**config.mk**
```make
export PLATFORM = sky130hd
export DESIGN_NAME = alu_op_dispatcher_flat
export DESIGN_NICKNAME = d
export VERILOG_FILES = /design/src/rtl/alu_op_dispatcher_pkg.sv /design/src/rtl/alu_op_dispatcher_if.sv /design/src/rtl/alu_op_dispatcher_timeout_ctr.sv /design/src/rtl/alu_op_dispatcher.sv /design/src/flat_wrapper.sv
export SDC_FILE = /design/constraint.sdc
export NUM_CORES = 1
export LEC_CHECK = 0
export CORE_AREA = 5 5 228 230
export CTS_CLUSTER_DIAMETER = 150
export DETAILED_ROUTE_END_ITERATION = 8
export DIE_AREA = 0 0 233 235
export PLACE_DENSITY_LB_ADDON = 0.15
export SLEW_MARGIN = 20
export SYNTH_ARGS = -nofsm -noshare
export SYNTH_HDL_FRONTEND = slang
export SYNTH_HIERARCHICAL = 1
export SYNTH_SLANG_ARGS = --single-unit
```
**constraint.sdc**
```tcl
create_clock -name clk -period 11.2 [get_ports clk]
set_clock_uncertainty 0.05 [all_clocks]
set_input_delay 2.24 -clock clk [delete_from_list [all_inputs] [get_ports clk]]
set_output_delay 2.24 -clock clk [all_outputs]
set_load 0.1 [all_outputs]
```
**src/rtl/alu_op_dispatcher_pkg.sv**
```systemverilog
`default_nettype none
// ============================================================================
// Package     : alu_pkg
// Description : Shared types for the ALU operation dispatcher and its
//               arithmetic unit handshake (op codes, error codes, FSM states).
// Revision    : 1.0 - initial release
// ============================================================================
package alu_pkg;

    localparam int unsigned NUM_UNITS = 4;

    // Op code doubles as the unit index on start/working/ack/unit_result
    typedef enum logic [1:0] {
        OP_ADD = 2'd0,
        OP_SUB = 2'd1,
        OP_MUL = 2'd2,
        OP_DIV = 2'd3
    } op_e;

    typedef enum logic [1:0] {
        ERR_OK      = 2'd0,
        ERR_DIV0    = 2'd1,
        ERR_TIMEOUT = 2'd2
    } err_e;

    typedef enum logic [2:0] {
        ST_IDLE      = 3'd0,
        ST_ISSUE     = 3'd1,
        ST_WAIT_BUSY = 3'd2,
        ST_WAIT_DONE = 3'd3,
        ST_ACK       = 3'd4,
        ST_RESP      = 3'd5
    } disp_state_e;

    // One-hot unit select derived from an op code
    function automatic logic [NUM_UNITS-1:0] unit_onehot(input op_e op);
        return NUM_UNITS'(1) << op;
    endfunction

endpackage : alu_pkg
`default_nettype wire

```
**src/rtl/alu_op_dispatcher_if.sv**
```systemverilog
`default_nettype none
// ============================================================================
// Interface   : alu_op_dispatcher_if
// Description : Request channel, unit start/working/ack handshake, shared
//               operand bus and response channel of the ALU dispatcher.
//               master = dispatcher side, slave = front end / units side.
// Revision    : 1.0 - initial release
// ============================================================================
interface alu_op_dispatcher_if #(
    parameter int DATA_W = 64
);
    // request channel
    logic                req_valid;
    logic                req_ready;
    logic [1:0]          req_op;
    logic [DATA_W-1:0]   req_a;
    logic [DATA_W-1:0]   req_b;
    // unit side
    logic [DATA_W-1:0]   op_a;
    logic [DATA_W-1:0]   op_b;
    logic [3:0]          start;
    logic [3:0]          working;
    logic [4*DATA_W-1:0] unit_result;
    logic [3:0]          ack_to_unit;
    // response channel
    logic                rsp_valid;
    logic                rsp_ready;
    logic [DATA_W-1:0]   rsp_result;
    logic [1:0]          rsp_err;
    // status
    logic                busy;

    modport master (
        input  req_valid, req_op, req_a, req_b, working, unit_result, rsp_ready,
        output req_ready, op_a, op_b, start, ack_to_unit,
        output rsp_valid, rsp_result, rsp_err, busy
    );

    modport slave (
        output req_valid, req_op, req_a, req_b, working, unit_result, rsp_ready,
        input  req_ready, op_a, op_b, start, ack_to_unit,
        input  rsp_valid, rsp_result, rsp_err, busy
    );

endinterface : alu_op_dispatcher_if
`default_nettype wire

```
**src/rtl/alu_op_dispatcher_timeout_ctr.sv**
```systemverilog
`default_nettype none
// ============================================================================
// Module      : alu_timeout_ctr
// Description : Saturating cycle counter with synchronous clear and an
//               expired flag raised once the count reaches LIMIT.
// Revision    : 1.0 - initial release
// ============================================================================
module alu_timeout_ctr #(
    parameter int CNT_W = 8,
    parameter int LIMIT = 255
) (
    input  wire logic clk,
    input  wire logic rst,
    input  wire logic clear,
    input  wire logic enable,
    output logic      expired
);

    logic [CNT_W-1:0] count;

    // Count up while enabled; stick at all-ones instead of wrapping
    always_ff @(posedge clk or posedge rst) begin
        if (rst) begin
            count <= '0;
        end else if (clear) begin
            count <= '0;
        end else if (enable && (count != {CNT_W{1'b1}})) begin
            count <= count + 1'b1;
        end
    end

    assign expired = (count >= CNT_W'(LIMIT));

endmodule : alu_timeout_ctr
`default_nettype wire

```
**src/rtl/alu_op_dispatcher.sv**
```systemverilog
`default_nettype none
// ============================================================================
// Module      : alu_op_dispatcher
// Description : Accepts one arithmetic request at a time, issues it to the
//               add/sub/mul/div unit via start/working/ack, captures the unit
//               result and returns it on a valid/ready response channel.
// Revision    : 1.0 - initial release
// ============================================================================
module alu_op_dispatcher
    import alu_pkg::*;
#(
    parameter int DATA_W      = 64,
    parameter int TIMEOUT_CYC = 255,
    parameter int CNT_W       = 8
) (
    input  wire logic          clk,
    input  wire logic          rst,
    alu_op_dispatcher_if.master bus
);

    disp_state_e       state;
    disp_state_e       next_state;
    op_e               sel;
    logic [DATA_W-1:0] a_reg;
    logic [DATA_W-1:0] b_reg;
    logic [DATA_W-1:0] result_reg;
    err_e              err_reg;

    logic              accept;
    logic              div_zero;
    logic              working_sel;
    logic [DATA_W-1:0] unit_res_sel;
    logic              ctr_clear;
    logic              ctr_enable;
    logic              expired;

    assign accept       = bus.req_valid && (state == ST_IDLE);
    assign div_zero     = (op_e'(bus.req_op) == OP_DIV) && (bus.req_b == '0);
    // Only the selected unit's flag and result slice are ever looked at
    assign working_sel  = bus.working[sel];
    assign unit_res_sel = bus.unit_result[int'(sel)*DATA_W +: DATA_W];

    // Counter restarts when the start pulse goes out and again when the unit
    // reports busy, so each wait phase gets its own full timeout window
    assign ctr_clear  = (state == ST_ISSUE) || ((state == ST_WAIT_BUSY) && working_sel);
    assign ctr_enable = (state == ST_WAIT_BUSY) || (state == ST_WAIT_DONE);

    alu_timeout_ctr #(
        .CNT_W (CNT_W),
        .LIMIT (TIMEOUT_CYC)
    ) u_timeout_ctr (
        .clk     (clk),
        .rst     (rst),
        .clear   (ctr_clear),
        .enable  (ctr_enable),
        .expired (expired)
    );

    // State register
    always_ff @(posedge clk or posedge rst) begin
        if (rst) begin
            state <= ST_IDLE;
        end else begin
            state <= next_state;
        end
    end

    // Next-state logic; unit progress wins over a timeout in the same cycle
    always_comb begin
        next_state = state;
        case (state)
            ST_IDLE: begin
                if (accept) begin
                    next_state = div_zero ? ST_RESP : ST_ISSUE;
                end
            end
            ST_ISSUE: begin
                next_state = ST_WAIT_BUSY;
            end
            ST_WAIT_BUSY: begin
                if (working_sel) begin
                    next_state = ST_WAIT_DONE;
                end else if (expired) begin
                    next_state = ST_RESP;
                end
            end
            ST_WAIT_DONE: begin
                if (!working_sel) begin
                    next_state = ST_ACK;
                end else if (expired) begin
                    next_state = ST_RESP;
                end
            end
            ST_ACK: begin
                next_state = ST_RESP;
            end
            ST_RESP: begin
                if (bus.rsp_ready) begin
                    next_state = ST_IDLE;
                end
            end
            default: begin
                next_state = ST_IDLE;
            end
        endcase
    end

    // Operand latch, unit select and response result/error registers
    always_ff @(posedge clk or posedge rst) begin
        if (rst) begin
            a_reg      <= '0;
            b_reg      <= '0;
            sel        <= OP_ADD;
            result_reg <= '0;
            err_reg    <= ERR_OK;
        end else begin
            case (state)
                ST_IDLE: begin
                    if (accept) begin
                        a_reg      <= bus.req_a;
                        b_reg      <= bus.req_b;
                        sel        <= op_e'(bus.req_op);
                        result_reg <= '0;
                        err_reg    <= div_zero ? ERR_DIV0 : ERR_OK;
                    end
                end
                ST_WAIT_BUSY: begin
                    if (!working_sel && expired) begin
                        result_reg <= '0;
                        err_reg    <= ERR_TIMEOUT;
                    end
                end
                ST_WAIT_DONE: begin
                    if (!working_sel) begin
                        result_reg <= unit_res_sel;
                    end else if (expired) begin
                        result_reg <= '0;
                        err_reg    <= ERR_TIMEOUT;
                    end
                end
                default: begin
                end
            endcase
        end
    end

    // Outputs decoded from state so start/ack fall with an async reset
    always_comb begin
        bus.start       = '0;
        bus.ack_to_unit = '0;
        bus.req_ready   = (state == ST_IDLE);
        bus.busy        = (state != ST_IDLE);
        bus.rsp_valid   = (state == ST_RESP);
        case (state)
            ST_ISSUE: bus.start       = unit_onehot(sel);
            ST_ACK:   bus.ack_to_unit = unit_onehot(sel);
            default: begin
            end
        endcase
    end

    assign bus.op_a       = a_reg;
    assign bus.op_b       = b_reg;
    assign bus.rsp_result = result_reg;
    assign bus.rsp_err    = err_reg;

endmodule : alu_op_dispatcher
`default_nettype wire

```
**src/flat_wrapper.sv**
```systemverilog
// flat-port wrapper written by rule: the top's interface ports become plain ports
module alu_op_dispatcher_flat import alu_pkg::*;
#(
    parameter int DATA_W      = 64,
    parameter int TIMEOUT_CYC = 255,
    parameter int CNT_W       = 8
)
  (clk, rst, bus_req_valid, bus_req_op, bus_req_a, bus_req_b, bus_working, bus_unit_result, bus_rsp_ready, bus_req_ready, bus_op_a, bus_op_b, bus_start, bus_ack_to_unit, bus_rsp_valid, bus_rsp_result, bus_rsp_err, bus_busy);
  alu_op_dispatcher_if #(.DATA_W(DATA_W)) bus_i ();
  input  wire logic clk;
  input  wire logic rst;
  input wire logic [$bits(bus_i.req_valid)-1:0] bus_req_valid;
  input wire logic [$bits(bus_i.req_op)-1:0] bus_req_op;
  input wire logic [$bits(bus_i.req_a)-1:0] bus_req_a;
  input wire logic [$bits(bus_i.req_b)-1:0] bus_req_b;
  input wire logic [$bits(bus_i.working)-1:0] bus_working;
  input wire logic [$bits(bus_i.unit_result)-1:0] bus_unit_result;
  input wire logic [$bits(bus_i.rsp_ready)-1:0] bus_rsp_ready;
  output wire logic [$bits(bus_i.req_ready)-1:0] bus_req_ready;
  output wire logic [$bits(bus_i.op_a)-1:0] bus_op_a;
  output wire logic [$bits(bus_i.op_b)-1:0] bus_op_b;
  output wire logic [$bits(bus_i.start)-1:0] bus_start;
  output wire logic [$bits(bus_i.ack_to_unit)-1:0] bus_ack_to_unit;
  output wire logic [$bits(bus_i.rsp_valid)-1:0] bus_rsp_valid;
  output wire logic [$bits(bus_i.rsp_result)-1:0] bus_rsp_result;
  output wire logic [$bits(bus_i.rsp_err)-1:0] bus_rsp_err;
  output wire logic [$bits(bus_i.busy)-1:0] bus_busy;
  assign bus_i.req_valid = bus_req_valid;
  assign bus_i.req_op = bus_req_op;
  assign bus_i.req_a = bus_req_a;
  assign bus_i.req_b = bus_req_b;
  assign bus_i.working = bus_working;
  assign bus_i.unit_result = bus_unit_result;
  assign bus_i.rsp_ready = bus_rsp_ready;
  assign bus_req_ready = bus_i.req_ready;
  assign bus_op_a = bus_i.op_a;
  assign bus_op_b = bus_i.op_b;
  assign bus_start = bus_i.start;
  assign bus_ack_to_unit = bus_i.ack_to_unit;
  assign bus_rsp_valid = bus_i.rsp_valid;
  assign bus_rsp_result = bus_i.rsp_result;
  assign bus_rsp_err = bus_i.rsp_err;
  assign bus_busy = bus_i.busy;
  alu_op_dispatcher #(.DATA_W(DATA_W), .TIMEOUT_CYC(TIMEOUT_CYC), .CNT_W(CNT_W)) u_core (.clk(clk), .rst(rst), .bus(bus_i));
endmodule
```
==> flow_metrics.tcl, run 1 <==
set metrics [dict create \
    status "complete, no violations" \
    rsz0062_at_grt "false" \
    nFillCells 4944 \
    grt_first_pass_wirelength_um 63700 \
    synth.cell_area_mm2 0.00963 \
    place_area_mm2 0.0163 \
    critical_path_class "flop to output pin" \
    rrSetupSlack_ps 8180 \
    die_w_um 233 \
    synthCells 626 \
    dieArea_mm2 0.0548 \
    cts_max_path_buffers 3 \
    cts.clk_slew.worst_paths_ps 60 \
    core_area_mm2 0.0497 \
    fin_crit_sh_pct 47.8 \
    cpPeakStageDelay_ps 1170 \
    groute.usage.overall_pct 15.4 \
    synth_enable_flop_cells 0 \
    start_kind "flop" \
    multi_input_area_mm2 0.00418 \
    final_cell_area_mm2 0.0172 \
    clk_latency_ps 550 \
    cap_viol_max_count 0 \
    synth_top_area_cell "dfrtp_1" \
    cts.sinks 207 \
    fin_crit_ps 5360 \
    clock.fmax_ghz 0.187 \
    path_cells "nor2_1, nand2_1, nor3_1, clkdlybuf4s50_1" \
    io_buffers 598 \
    cp_top_family "buffers and inverters" \
    crit-reg2reg-launch "u_core/sel[0]$_DFFE_PP0P_" \
    endpoint_kind "output pin" \
    tightestPinTransition_ps 1160 \
    grt_start_max_net_pins 131 \
    fin_setup_tns_ps 0 \
    timing_hold_violations_final 0 \
    ys_seq_area_share_pct 53.8 \
    root_buffer "clkbuf_16" \
    first_pass_iters 4 \
    critPathMaxFanout 11 \
    ctsHoldBuffers 0 \
    yosys_warnings 6 \
    cts_resized 0 \
    cpMaxStageDelayCell "clkdlybuf4s50_1" \
    hpwl_um 34700 \
    wl_per_cell_um 23.3 \
    start_util_pct 19.4 \
    area_growth_pct 79.0 \
    post-cts-setup-buffers 0 \
    hold_start "u_core/bus.rsp_result[11]$_DFFE_PP0P_" \
    worstReg2RegEnd "u_core/bus.rsp_result[38]$_DFFE_PP0P_" \
    synth.top_cell.area_share_pct 53.8 \
    yosysUniqueCellTypes 44 \
    layout-drive-gt1-share_pct 20.7 \
    critPathBufInv 1 \
    tritoncts "done" \
    viasPerCell 4.28 \
    nNetsFinal 1607 \
    arrival_ps 3070 \
    finalWirelength_um 44500 \
    htree_levels 1 \
    slew_viol_final 0 \
    cts_made_buffers 28 \
    cp.depth 4 \
    worstPathRequired_ps 8910 \
    rows 82 \
    final_cell_mix "clkdlybuf4s50_1 (598), dfrtp_1 (205), mux2_2 (132), mux4_2 (65), a22o_1 (64)" \
    gp_congestion 0.845 \
    crit_start "u_core/state[0]$_DFFE_PP0P_" \
    ys_seq_elements 207 \
    seq_area_mm2 0.00518 \
    ant_nets 0 \
    num_io_pins 599 \
    endpoint "bus_ack_to_unit[0]" \
    setup_viol 0 \
    synth_nets 1021 \
    final_common_cell "clkdlybuf4s50_1" \
    async_reset_ff_share_pct 100 \
    gr-total-overflow 0 \
    remaining_drc_errors 0 \
    antenna_found_initial 11 \
    synth_area_leaders "dfrtp_1 (54%), mux2_2 (15%), mux4_2 (15%), a22o_1 (5.8%), nor4_1 (0.97%)" \
    drt_iter0_markers 333 \
    r2r_cells 5 \
    avgSynthCellArea_um2 15.4 \
    hold_path_class "flop to flop" \
    vias 8170 \
    relSlewSlack_pct 22.7 \
    die-height_um 235 \
    synth_top_flop_cell "dfrtp_1" \
    grt_pass1_vias 8980 \
]
## worst reg2reg max path: cells and delay by family (launching register included)
kind                   cells  cell delay, ps
DFF                        1             850
and+or+nand+nor            1             300
buffers and inverters      1             330
AOI/OAI and AO/OA          2             550
muxes                      1             820
## registers in the layout, summed over array words and instances (netlist names)
register	cells
u_core/u_timeout_ctr/count	8
u_core/bus.rsp_err	2
u_core/bus.op_b	64
u_core/state	3
u_core/bus.op_a	64
u_core/sel	2
u_core/bus.rsp_result	64
## layer usage
metal  GRT usage (%)  part of all wire [%]  up-vias
li1                -                     -     3623
met1            17.5                    37     4137
met2            27.2                    51      345
met3            6.33                   9.9       55
met4            3.40                   1.9       10
met5               0                  0.16        -
## cells in the mapped netlist, drive strengths merged, types with 2 or more instances
| cell type | n |
|---|---|
| nand4 | 7 |
| nand2b | 4 |
| nor4 | 15 |
| inv | 7 |
| a21oi | 4 |
| a311oi | 2 |
| dfrtp | 207 |
| a22o | 64 |
| buf | 25 |
| mux2 | 133 |
| nor2b | 5 |
| a211oi | 3 |
| nand3b | 2 |
| a31oi | 3 |
| nor3 | 5 |
| mux4 | 65 |
| nand3 | 2 |
| o31ai | 2 |
| or4b | 2 |
| nand2 | 12 |
| o21ai | 2 |
| clkbuf | 23 |
| nor2 | 17 |
## worst min-delay path by stage
stage          slack (ps)                                        end  cells past startpoint
2_1_floorplan         460  u_core/u_timeout_ctr/count[6]$_DFFE_PP0P_                      2
3_3_place_gp          430      u_core/bus.rsp_result[34]$_DFFE_PP0P_                      1
3_5_place_dp          430      u_core/bus.rsp_result[34]$_DFFE_PP0P_                      1
4_1_cts               450      u_core/bus.rsp_result[34]$_DFFE_PP0P_                      1
5_1_grt               460            u_core/bus.op_b[30]$_DFFE_PP0P_                      1
6_report              450      u_core/bus.rsp_result[11]$_DFFE_PP0P_                      1
## metrics by stage
| stage | cells | utilization, % | setup WS (ps) | hold slack, ps |
|---|---|---|---|---|
| after global routing | 1907 | 34.7 | 5710 | 460 |
| after floorplan | 626 | - | 3480 | 456 |
| after CTS | 1903 | 34.7 | 5820 | 452 |
| after global placement | 1854 | 32.8 | 6100 | 434 |
| final | 1910 | 34.7 | 5840 | 448 |
| after detailed placement | 1854 | 32.8 | 6070 | 434 |
## cell families (layout without fill, tap and decap cells)
| group | count (synthesis) | in the layout | synth area share (%) |
|---|---|---|---|
| AND/OR/NAND/NOR | 76 | 76 | 4.55 |
| adder cells (fa/ha/maj) | 1 | 1 | 0.130 |
| other | 0 | 7 | 0 |
| flip-flops | 207 | 207 | 53.8 |
| multiplexers | 199 | 199 | 30.9 |
| buffers and inverters | 55 | 660 | 2.94 |
| AO/OA/AOI/OAI | 87 | 87 | 7.65 |
| XOR/XNOR | 1 | 1 | 0.0910 |
## final cells by class
class,instances,share of cell area (%)
multi-input cells,364,24.2
inverters,7,0.196
flip-flops and latches,207,30.1
repair buffers,604,35.0
clock inverters,7,0.704
clock buffers,42,4.83
diodes,7,0.102
well taps,672,4.88
Power of run 1 is not shown: default switching activity piles up to over one toggle a cycle in this logic, so the estimate is an artifact.
==> inputs of run 2 (changes only) <==
--- a/config.mk
+++ b/config.mk
@@ -5,10 +5,10 @@
 export SDC_FILE = /design/constraint.sdc
 export NUM_CORES = 1
 export LEC_CHECK = 0
-export CORE_AREA = 5 5 228 230
+export CORE_AREA = 5 5 233 235
 export CTS_CLUSTER_DIAMETER = 150
 export DETAILED_ROUTE_END_ITERATION = 8
-export DIE_AREA = 0 0 233 235
+export DIE_AREA = 0 0 238 240
 export PLACE_DENSITY_LB_ADDON = 0.15
 export SLEW_MARGIN = 20
 export SYNTH_ARGS = -nofsm -noshare
==> constraint.sdc (replaced) <==
create_clock -name clk -period 4.8 [get_ports clk]
set_clock_uncertainty 0.05 [all_clocks]
set_input_delay 0.96 -clock clk [delete_from_list [all_inputs] [get_ports clk]]
set_output_delay 0.96 -clock clk [all_outputs]
set_load 0.1 [all_outputs]
==> flow_metrics.tcl, run 2 (synthesis gave the netlist of run 1 again) <==
set metrics [dict create \
    hold_path_end "u_core/bus.rsp_result[34]$_DFFE_PP0P_" \
    vias 8163 \
    tritoncts "done" \
    area_growth_pct 79.7 \
    cap_viol_max_count 0 \
    htree_levels 1 \
    grt_first_pass_wirelength_um 64000 \
    fin_crit_sh_pct 81.2 \
    ant_nets 0 \
    clk_latency_ps 550 \
    fin_setup_tns_ps 0 \
    setup_viol 0 \
    ctsHoldBuffers 0 \
    crit-reg2reg-launch "u_core/sel[1]$_DFFE_PP0P_" \
    min_path_cells 1 \
    core_area_mm2 0.0520 \
    layout-drive-gt1-share_pct 21.5 \
    tightestPinTransition_ps 1090 \
    rsz0062_at_grt "false" \
    die-height_um 240 \
    endpoint_kind "output pin" \
    final_cell_mix "clkdlybuf4s50_1 (591), dfrtp_1 (205), mux2_2 (132), mux4_2 (65), a22o_1 (64)" \
    antenna_found_initial 4 \
    start_kind "flop" \
    viasPerCell 4.24 \
    groute.usage.overall_pct 14.9 \
    relSlewSlack_pct 26.9 \
    first_pass_iters 5 \
    gp_congestion 0.847 \
    cts_max_path_buffers 3 \
    grt_start_max_net_pins 133 \
    hold_path_class "flop to flop" \
    remaining_drc_errors 0 \
    dieArea_mm2 0.0571 \
    r2r_cells 5 \
    hpwl_um 35200 \
    cts_made_buffers 28 \
    rows 84 \
    timing_hold_violations_final 0 \
    arrival_ps 2890 \
    cts.clk_slew.worst_paths_ps 60 \
    fin_crit_ps 3900 \
    cts_resized 0 \
    finalWirelength_um 44800 \
    crit_start "u_core/state[1]$_DFFE_PP0P_" \
    slew_viol_final 0 \
    io_buffers 598 \
    critical_path_class "flop to output pin" \
    post-cts-setup-buffers 0 \
    status "complete, no violations" \
    gr-total-overflow 0 \
    die_w_um 238 \
    final_common_cell "clkdlybuf4s50_1" \
    grt_pass1_vias 8996 \
    nNetsFinal 1612 \
    critPathMaxFanout 9 \
    root_buffer "clkbuf_16" \
    rrSetupSlack_ps 2140 \
    cts.sinks 207 \
    worstPathRequired_ps 3790 \
    wl_per_cell_um 23.3 \
    clock.fmax_ghz 0.257 \
    num_io_pins 599 \
    drt_iter0_markers 338 \
    nFillCells 5200 \
    worstReg2RegEnd "u_core/u_timeout_ctr/count[5]$_DFFE_PP0P_" \
    hold_start "u_core/bus.rsp_result[34]$_DFFE_PP0P_" \
    start_util_pct 18.5 \
]
-- run 2: how the worst max path moves through the flow --
stage / end / slack, ps / cells after the start
2_1_floorplan: bus_start[0] / 860 / 4
3_3_place_gp: bus_start[1] / 1450 / 4
3_5_place_dp: bus_start[1] / 1450 / 4
4_1_cts: bus_start[1] / 830 / 4
5_1_grt: bus_start[1] / 750 / 4
6_report: bus_start[1] / 900 / 4
-- run 2: final cells by class --
| cell class | count | area, µm² | area share [%] |
|---|---|---|---|
| multi-input combinational | 364 | 4180 | 24.1 |
| sequential | 207 | 5190 | 30.0 |
| tap | 688 | 861 | 4.98 |
| timing repair buffer | 609 | 6110 | 35.3 |
| inverter | 7 | 30.0 | 0.174 |
| clock inverter | 6 | 96.3 | 0.557 |
| antenna | 2 | 5.00 | 0.0289 |
| clock buffer | 42 | 833 | 4.82 |
-- run 2: critical path: stages, from the launching register on --
cell             delay (ps)
dfrtp_1                 460
nand2b_1                210
nand2b_1                310
nor2_1                  190
clkdlybuf4s50_1        1160
-- run 2: routing by layer --
metal | vias to the layer above | track usage, % | part of all wire [%]
li1 | 3623 | - | -
met4 | 2 | 3.70 | 2.6
met5 | - | 0 | 0.029
met3 | 52 | 5.38 | 9.1
met1 | 4135 | 17.8 | 38
met2 | 351 | 25.8 | 50
-- run 2: per-stage QoR --
step,cells,hold slack [ps],util [%],cell area (µm²),setup WS [ps]
final,1925,447,33.3,17300,902
after CTS,1923,454,33.2,17300,827
after detailed placement,1875,435,31.5,16400,1450
after floorplan,626,456,-,9630,857
after global placement,1875,435,31.5,16400,1450
after global routing,1924,458,33.3,17300,748
Power of run 2 is left out for the same reason.
==> inputs of run 3 (changes only) <==
==> constraint.sdc (replaced) <==
create_clock -name clk -period 3.45 [get_ports clk]
set_clock_uncertainty 0.05 [all_clocks]
set_input_delay 0.69 -clock clk [delete_from_list [all_inputs] [get_ports clk]]
set_output_delay 0.69 -clock clk [all_outputs]
set_load 0.1 [all_outputs]
==> flow_metrics.tcl, run 3 (synthesis gave the netlist of run 1 again) <==
set metrics [dict create \
    worstPathRequired_ps 2710 \
    gp_congestion 0.942 \
    num_io_pins 599 \
    fin_crit_ps 2850 \
    fin_setup_tns_ps 0 \
    start_kind "flop" \
    grt_first_pass_wirelength_um 63800 \
    hold_path_class "flop to flop" \
    cts_max_path_buffers 3 \
    remaining_drc_errors 0 \
    ant_nets 0 \
    rows 84 \
    nNetsFinal 1611 \
    setup_viol 0 \
    r2r_cells 8 \
    fin_util_pct 32.3 \
    start_util_pct 18.5 \
    grt_pass1_vias 8995 \
    tightestPinTransition_ps 974 \
    timing_hold_violations_final 0 \
    min_path_cells 1 \
    clk_latency_ps 570 \
    nFillCells 5297 \
    hpwl_um 34900 \
    relSlewSlack_pct 34.9 \
    groute.usage.overall_pct 14.9 \
    critical_path_class "flop to output pin" \
    hold_start "u_core/bus.rsp_result[34]$_DFFE_PP0P_" \
    crit-reg2reg-launch "u_core/u_timeout_ctr/count[0]$_DFFE_PP0P_" \
    die_w_um 238 \
    cts.sinks 207 \
    cap_viol_max_count 0 \
    cts_made_buffers 28 \
    first_pass_iters 4 \
    arrival_ps 2110 \
    root_buffer "clkbuf_16" \
    slew_viol_final 0 \
    layout-drive-gt1-share_pct 37.2 \
    final_common_cell "clkdlybuf4s50_1" \
    drt_iter0_markers 330 \
    fin_crit_sh_pct 82.7 \
    area_growth_pct 74.2 \
    rsz0062_at_grt "false" \
    final_cell_area_mm2 0.0168 \
    holdWs_ps 452 \
    ctsHoldBuffers 0 \
    die-height_um 240 \
    critPathMaxFanout 70 \
    cts.clk_slew.worst_paths_ps 60 \
    endpoint_kind "output pin" \
    antenna_found_initial 5 \
    dieArea_mm2 0.0571 \
    worstReg2RegEnd "u_core/bus.rsp_result[36]$_DFFE_PP0P_" \
    grt_start_max_net_pins 133 \
    clock.fmax_ghz 0.351 \
    hold_path_end "u_core/bus.rsp_result[34]$_DFFE_PP0P_" \
    htree_levels 1 \
    wl_per_cell_um 23.3 \
    rrSetupSlack_ps 630 \
    io_buffers 598 \
    vias 8086 \
    cts_resized 0 \
    gr-total-overflow 0 \
    core_area_mm2 0.0520 \
    final_cell_mix "clkdlybuf4s50_1 (397), buf_4 (205), dfrtp_1 (205), mux2_2 (132), mux4_2 (65)" \
    finalWirelength_um 44900 \
    viasPerCell 4.20 \
    post-cts-setup-buffers 0 \
    status "complete, no violations" \
    place_area_mm2 0.0159 \
    tritoncts "done" \
]
-- run 3: cell types whose count changed in the layout (fill, tap and decap cells not counted), sizes merged --
| cell | delta |
|---|---|
| buf | +193 |
| bufinv | -2 |
| clkdlybuf4s50 | -194 |
| clkinv | +4 |
| clkinvlp | -1 |
| diode | -1 |
-- run 3: how the worst max path moves through the flow --
stage / start / to / slack [ps]
2_1_floorplan: rst / u_core/bus.op_a[0]$_DFFE_PP0P_ / 140
3_3_place_gp: bus_working[0] / u_core/bus.rsp_result[36]$_DFFE_PP0P_ / 350
3_5_place_dp: bus_working[0] / u_core/bus.rsp_result[36]$_DFFE_PP0P_ / 320
4_1_cts: u_core/sel[0]$_DFFE_PP0P_ / bus_start[1] / 460
5_1_grt: u_core/sel[0]$_DFFE_PP0P_ / bus_start[1] / 360
6_report: u_core/sel[0]$_DFFE_PP0P_ / bus_start[1] / 600
-- run 3: layout make-up --
class	instances	area, µm²	area share [%]
Clock inverter	7	66.3	0.395
Timing Repair Buffer	608	5630	33.6
Multi-Input combinational cell	364	4190	24.9
Antenna cell	1	2.50	0.0149
Clock buffer	42	813	4.85
Tap cell	688	861	5.13
Inverter	7	30.0	0.179
Sequential cell	207	5190	30.9
-- run 3: through the flow --
step	cells	setup slack (ps)
final	1924	598
after global routing	1924	358
after CTS	1923	464
after detailed placement	1874	324
after global placement	1874	347
after floorplan	626	136
-- run 3: routing by layer --
metal / part of all wire (%) / wire length (µm) / GRT usage (%)
met1: 38 / 16900 / 18.0
met2: 51 / 22900 / 26.0
met3: 8.5 / 3810 / 4.87
met4: 2.7 / 1220 / 3.86
met5: 0.069 / 31 / 0
-- run 3: critical path, cell delays in order (launching register included) --
cell      delay [ps]
dfrtp_4          450
buf_12           440
nand2b_1         140
nor2_1           140
buf_4            310
Power of run 3 is left out for the same reason.
==> RTL change 1 (flow settings as in run 3) <==
`DATA_W` is set to 64 in 3 places; all go to 32.
--- a/src/rtl/alu_op_dispatcher_if.sv
+++ b/src/rtl/alu_op_dispatcher_if.sv
@@ -7,7 +7,7 @@
 // Revision    : 1.0 - initial release
 // ============================================================================
 interface alu_op_dispatcher_if #(
-    parameter int DATA_W = 64
+    parameter int DATA_W = 32
 );
     // request channel
     logic                req_valid;
--- a/src/rtl/alu_op_dispatcher.sv
+++ b/src/rtl/alu_op_dispatcher.sv
@@ -9,7 +9,7 @@
 module alu_op_dispatcher
     import alu_pkg::*;
 #(
-    parameter int DATA_W      = 64,
+    parameter int DATA_W      = 32,
     parameter int TIMEOUT_CYC = 255,
     parameter int CNT_W       = 8
 ) (
--- a/src/flat_wrapper.sv
+++ b/src/flat_wrapper.sv
@@ -1,7 +1,7 @@
 // flat-port wrapper written by rule: the top's interface ports become plain ports
 module alu_op_dispatcher_flat import alu_pkg::*;
 #(
-    parameter int DATA_W      = 64,
+    parameter int DATA_W      = 32,
     parameter int TIMEOUT_CYC = 255,
     parameter int CNT_W       = 8
 )
Interface: changed (6 resized); port bits go from 599 to 311. The function was not compared with the original's and may differ.
==> RTL change 1 against run 3 <==
Worst hold slack worse by 0.0093 ns; global-route usage down 6.7 points; setup slack better by 0.12 ns; design area down 44%; sequential cell count down 96; routed wire length down 47%; synthesized area down 43%.
Power is left out: the tool's default activity adds up to more than one toggle a clock period on the data nets, which glitch-free logic cannot reach.
==> RTL change 1: results (changes against run 3) <==
* Clk buf depth at 2 (-1)
* Global Route Usage Sum at 8.259% (-6.7 points)
* Synth cell types at 42 (-4.5%)
* CP top delay family: simple AND/OR/NAND/NOR gates
* Clock Pin Slew Worst Setup and Hold Paths at 0.09 ns (+0.03 ns)
* Vias in the first global route at 5226 (-42%)
* Cell Area, Synth at 5479 um^2 (-43%)
* First-pass GRT wire length at 34810 um (-45%)
* Port Buffers at 310 (-48%)
* Num CTS Buffers at 9 (-68%)
* Max incr delay on CP at 0.57 ns (+0.12 ns)
* Ant. Diodes at 0 (-1)
* Fill count at 5762 (+8.8%)
* Sequential-to-total area share from yosys stat at 50.70% (-3.1 points)
* Gpl congestion at 0.7288 (-23%)
* Met2 wire len at 10970 um (-52%)
* Fraction of final layout cells sized beyond drive strength 1 at 31.86% (-5.4 points)
* Met3 wire length at 2092 um (-45%)
* Crit-path slowest cell: dfrtp_1
* Drt first-iter violations at 142 (-57%)
* Met1 Wirelength at 10240 um (-39%)
* Worst Tran Pin Value at 0.9694 ns (-0.004580 ns)
* Pre-CTS setup slack at 0.6682 ns (+0.3440 ns)
* Clk root buf: clkbuf_16
* Htree depth at 3 (+2)
* Status: complete, no violations
* Synth cell count leaders: 111 x dfrtp_1, 71 x inv_1, 64 x mux2_2
* Ranking of synthesized cells by area: dfrtp_1 51%, mux4_2 14%, mux2_2 13%
* Antenna violations before repair at 3 (-2)
* Routed vias at 4656 (-42%)
* Clk Latency, worst-skew pair at 0.40 ns (-0.17 ns)
[RTL change 1: cell count changes in the layout (fill, tap and decap cells not counted), moves of 8 or more]
cell / delta
buf_4: -90
inv_1: +64
mux2_2: -68
dfrtp_1: -96
clkbuf_1: -8
clkbuf_16: -19
o22ai_1: +32
clkdlybuf4s50_1: -194
a22o_1: -64
nor4_1: -8
mux4_2: -32
[RTL change 1: final timing paths]
kind                                                       to  slack, ns                           from  cells past startpoint
worst min register to register            u_core/bus.op_a[22]       0.44            u_core/bus.op_a[22]                      1
max in group asynchronous                 u_core/bus.op_a[26]       1.97                            rst                      3
worst min-delay path                      u_core/bus.op_a[22]       0.44            u_core/bus.op_a[22]                      1
worst max register to register      u_core/bus.rsp_result[23]       0.88  u_core/u_timeout_ctr/count[0]                      8
min in group asynchronous       u_core/u_timeout_ctr/count[6]       0.60                            rst                      2
worst max-delay path                       bus_ack_to_unit[0]       0.72                u_core/state[0]                      4
[RTL change 1: cell type report]
cell class,instances,area (um^2),share of cell area [%]
repair buffers,321,2955,31.19
flip-flops and latches,111,2780,29.34
multi-input cells,228,2306,24.33
well taps,688,860.8,9.084
inverters,71,269.0,2.839
clock buffers,10,239.0,2.522
clock inverters,6,66.31,0.6998
[RTL change 1: cells by family (layout without fill, tap and decap cells)]
logic type / count (synthesis) / after routing / synth area share, %
DFF: 111 / 111 / 50.70
muxes: 103 / 103 / 27.93
buffers and inverters: 99 / 408 / 7.513
and+or+nand+nor: 69 / 69 / 6.942
AOI/OAI and AO/OA: 54 / 54 / 6.531
adders and majority gates: 1 / 1 / 0.2283
xor gates and xnor gates: 1 / 1 / 0.1599
[RTL change 1: routing by layer]
| layer | up-vias | GRT usage, % |
|---|---|---|
| li1 | 2172 | - |
| met1 | 2281 | 10.10 |
| met2 | 178 | 13.09 |
| met3 | 21 | 3.556 |
| met4 | 4 | 2.852 |
| met5 | - | 0 |
[RTL change 1: metrics by stage]
step | hold slack (ns) | instances | setup TNS, ns | cell area [um^2] | utilization, %
after floorplan | 0.4557 | 438 | -0.4944 | 5484 | -
after global placement | 0.4318 | 1419 | 0 | 9171 | 17.63
after detailed placement | 0.4336 | 1419 | 0 | 9171 | 17.63
after CTS | 0.4516 | 1435 | 0 | 9477 | 18.22
after global routing | 0.4796 | 1435 | 0 | 9477 | 18.22
final | 0.4423 | 1435 | 0 | 9477 | 18.22
[RTL change 1: worst reg2reg max path: stages (launching register included)]
cell and delay, ns:
dfrtp_1 0.45, ha_1 0.28, and4_1 0.35, and2_1 0.31, nand2_1 0.11, a211o_1 0.35, a21oi_4 0.18, buf_12 0.22
o22ai_1 0.13
==> RTL change 2 (settings of run 3) <==
Made on the original files. Reset style: synchronous (`rst`), changed in 3 clocked blocks. Comments in the files are not updated.
--- a/src/rtl/alu_op_dispatcher_timeout_ctr.sv
+++ b/src/rtl/alu_op_dispatcher_timeout_ctr.sv
@@ -19,7 +19,7 @@
     logic [CNT_W-1:0] count;
 
     // Count up while enabled; stick at all-ones instead of wrapping
-    always_ff @(posedge clk or posedge rst) begin
+    always_ff @(posedge clk) begin
         if (rst) begin
             count <= '0;
         end else if (clear) begin
--- a/src/rtl/alu_op_dispatcher.sv
+++ b/src/rtl/alu_op_dispatcher.sv
@@ -57,7 +57,7 @@
     );
 
     // State register
-    always_ff @(posedge clk or posedge rst) begin
+    always_ff @(posedge clk) begin
         if (rst) begin
             state <= ST_IDLE;
         end else begin
@@ -106,7 +106,7 @@
     end
 
     // Operand latch, unit select and response result/error registers
-    always_ff @(posedge clk or posedge rst) begin
+    always_ff @(posedge clk) begin
         if (rst) begin
             a_reg      <= '0;
             b_reg      <= '0;
Behaviour: differs if rst is asserted again (counterexample within 4 cycles, from zero or initial values and one cycle with rst high); with rst held inactive, the same outputs for 4 cycles.
==> RTL change 2 against run 3 <==
Synthesized area shrank 7.4%; critical path type unchanged; sequential share of layout area shrank 5.3 points; design area shrank 3.4%; global-route usage grew 1.4 points; core utilization shrank 1.1 points; setup slack lost 0.25 ns; routed wire length grew 12%; die area is the same; sequential cell count is the same; critical path depth grew 1; worst hold slack lost 0.049 ns; final cell count grew 15%; highest routed layer unchanged.
==> RTL change 2: results (changes against run 3) <==
* Status: complete, no violations
* Tot Pwr at 0.009323 W
* Drt first pass iters at 5 (+1)
* Clk Latency, worst-skew pair at 0.59 ns (+0.02 ns)
* Synth cell types at 46 (+4.5%)
* Ranking of synthesized cells by area: dfxtp_1 46%, mux4_2 16%, nand2_1 12%
* Post-synthesis mux area share at 16.86% (-14 points)
* Worst vdd ir at 0.0003548 V
* Met2 wire len at 24760 um (+8.2%)
* Crit-path slowest cell: dfxtp_1
* Post-Synth XOR/XNOR Area at 0.09820% (+0.0073 points)
* Vias in the first global route at 9568 (+6.4%)
* Worst Setup EP: bus_start[2]
* Reg2Reg Setup Slack at 0.47 ns (-0.16 ns)
* Largest net degree at the start of global routing at 132 (-0.75%)
* Drt first-iter violations at 439 (+33%)
* Max Freq at 322.7 MHz (-8.0%)
* Adder-Cell Fraction of Synth Area at 0.1403% (+0.010 points)
* Per-cell routed wire length at 22.79 um (-2.3%)
* Pre-CTS setup slack at 0.3407 ns (+0.01647 ns)
* CP top delay family: simple AND/OR/NAND/NOR gates
* Global Route met2 Usage at 28.01% (+2.0 points)
* Fraction of final layout cells sized beyond drive strength 1 at 20.58% (-17 points)
* Reg-to-reg endpoint: u_core/bus.rsp_result[38]
* Async S/R FF share, synth at 0% (-100 points)
* Antenna violations before repair at 27 (+22)
* CP startpoint: u_core/state[0]
* R2R cell count at 9 (+1)
* Worst Hold Launch: u_core/bus.op_b[17]
* Hold EP: u_core/bus.op_b[17]
* Worst Tran Pin Value at 1.025 ns (+0.05089 ns)
* Synth Net Count at 1319 (+29%)
* Nets at 1879 (+17%)
* Met1 usage at 18.06% (+0.079 points)
* Sequential-to-total area share from yosys stat at 46.46% (-7.3 points)
* M3 GR Usage at 8.477% (+3.6 points)
* Tightest hold margin at 0.4030 ns (-0.04867 ns)
* Global Route Usage Sum at 16.36% (+1.4 points)
* Clock Pin Slew Worst Setup and Hold Paths at 0.06 ns (about the same)
* Sequential power at 0.00274 W
* Compound-gate portion of the synthesized area at 15.84% (+8.2 points)
* First-pass GRT wire length at 69460 um (+8.8%)
* Met1 Wirelength at 18240 um (+7.8%)
* Top FF cell, synth: dfxtp_1
* Worst R2R Start: u_core/u_timeout_ctr/count[0]
* Met3 wire length at 6151 um (+61%)
## RTL change 2: cell count changes after synthesis, moves of 4 or more
| cell | change |
|---|---|
| buf_2 | -9 |
| nand2_1 | +263 |
| clkbuf_1 | +38 |
| nor2_1 | -5 |
| nand3_1 | +5 |
| nor2b_1 | -4 |
| nor3b_1 | +4 |
| dfrtp_1 | -207 |
| a21oi_1 | +135 |
| mux2_2 | -132 |
| dfxtp_1 | +207 |
## RTL change 2: area by class of cell
| class | instances | area, um^2 |
|---|---|---|
| Fill cell | 5471 | 35820 |
| Timing Repair Buffer | 607 | 5725 |
| Multi-Input combinational cell | 635 | 4448 |
| Sequential cell | 207 | 4151 |
| Tap cell | 688 | 860.8 |
| Clock buffer | 40 | 805.8 |
| Clock inverter | 12 | 166.4 |
| Antenna cell | 10 | 25.02 |
| Inverter | 5 | 18.77 |
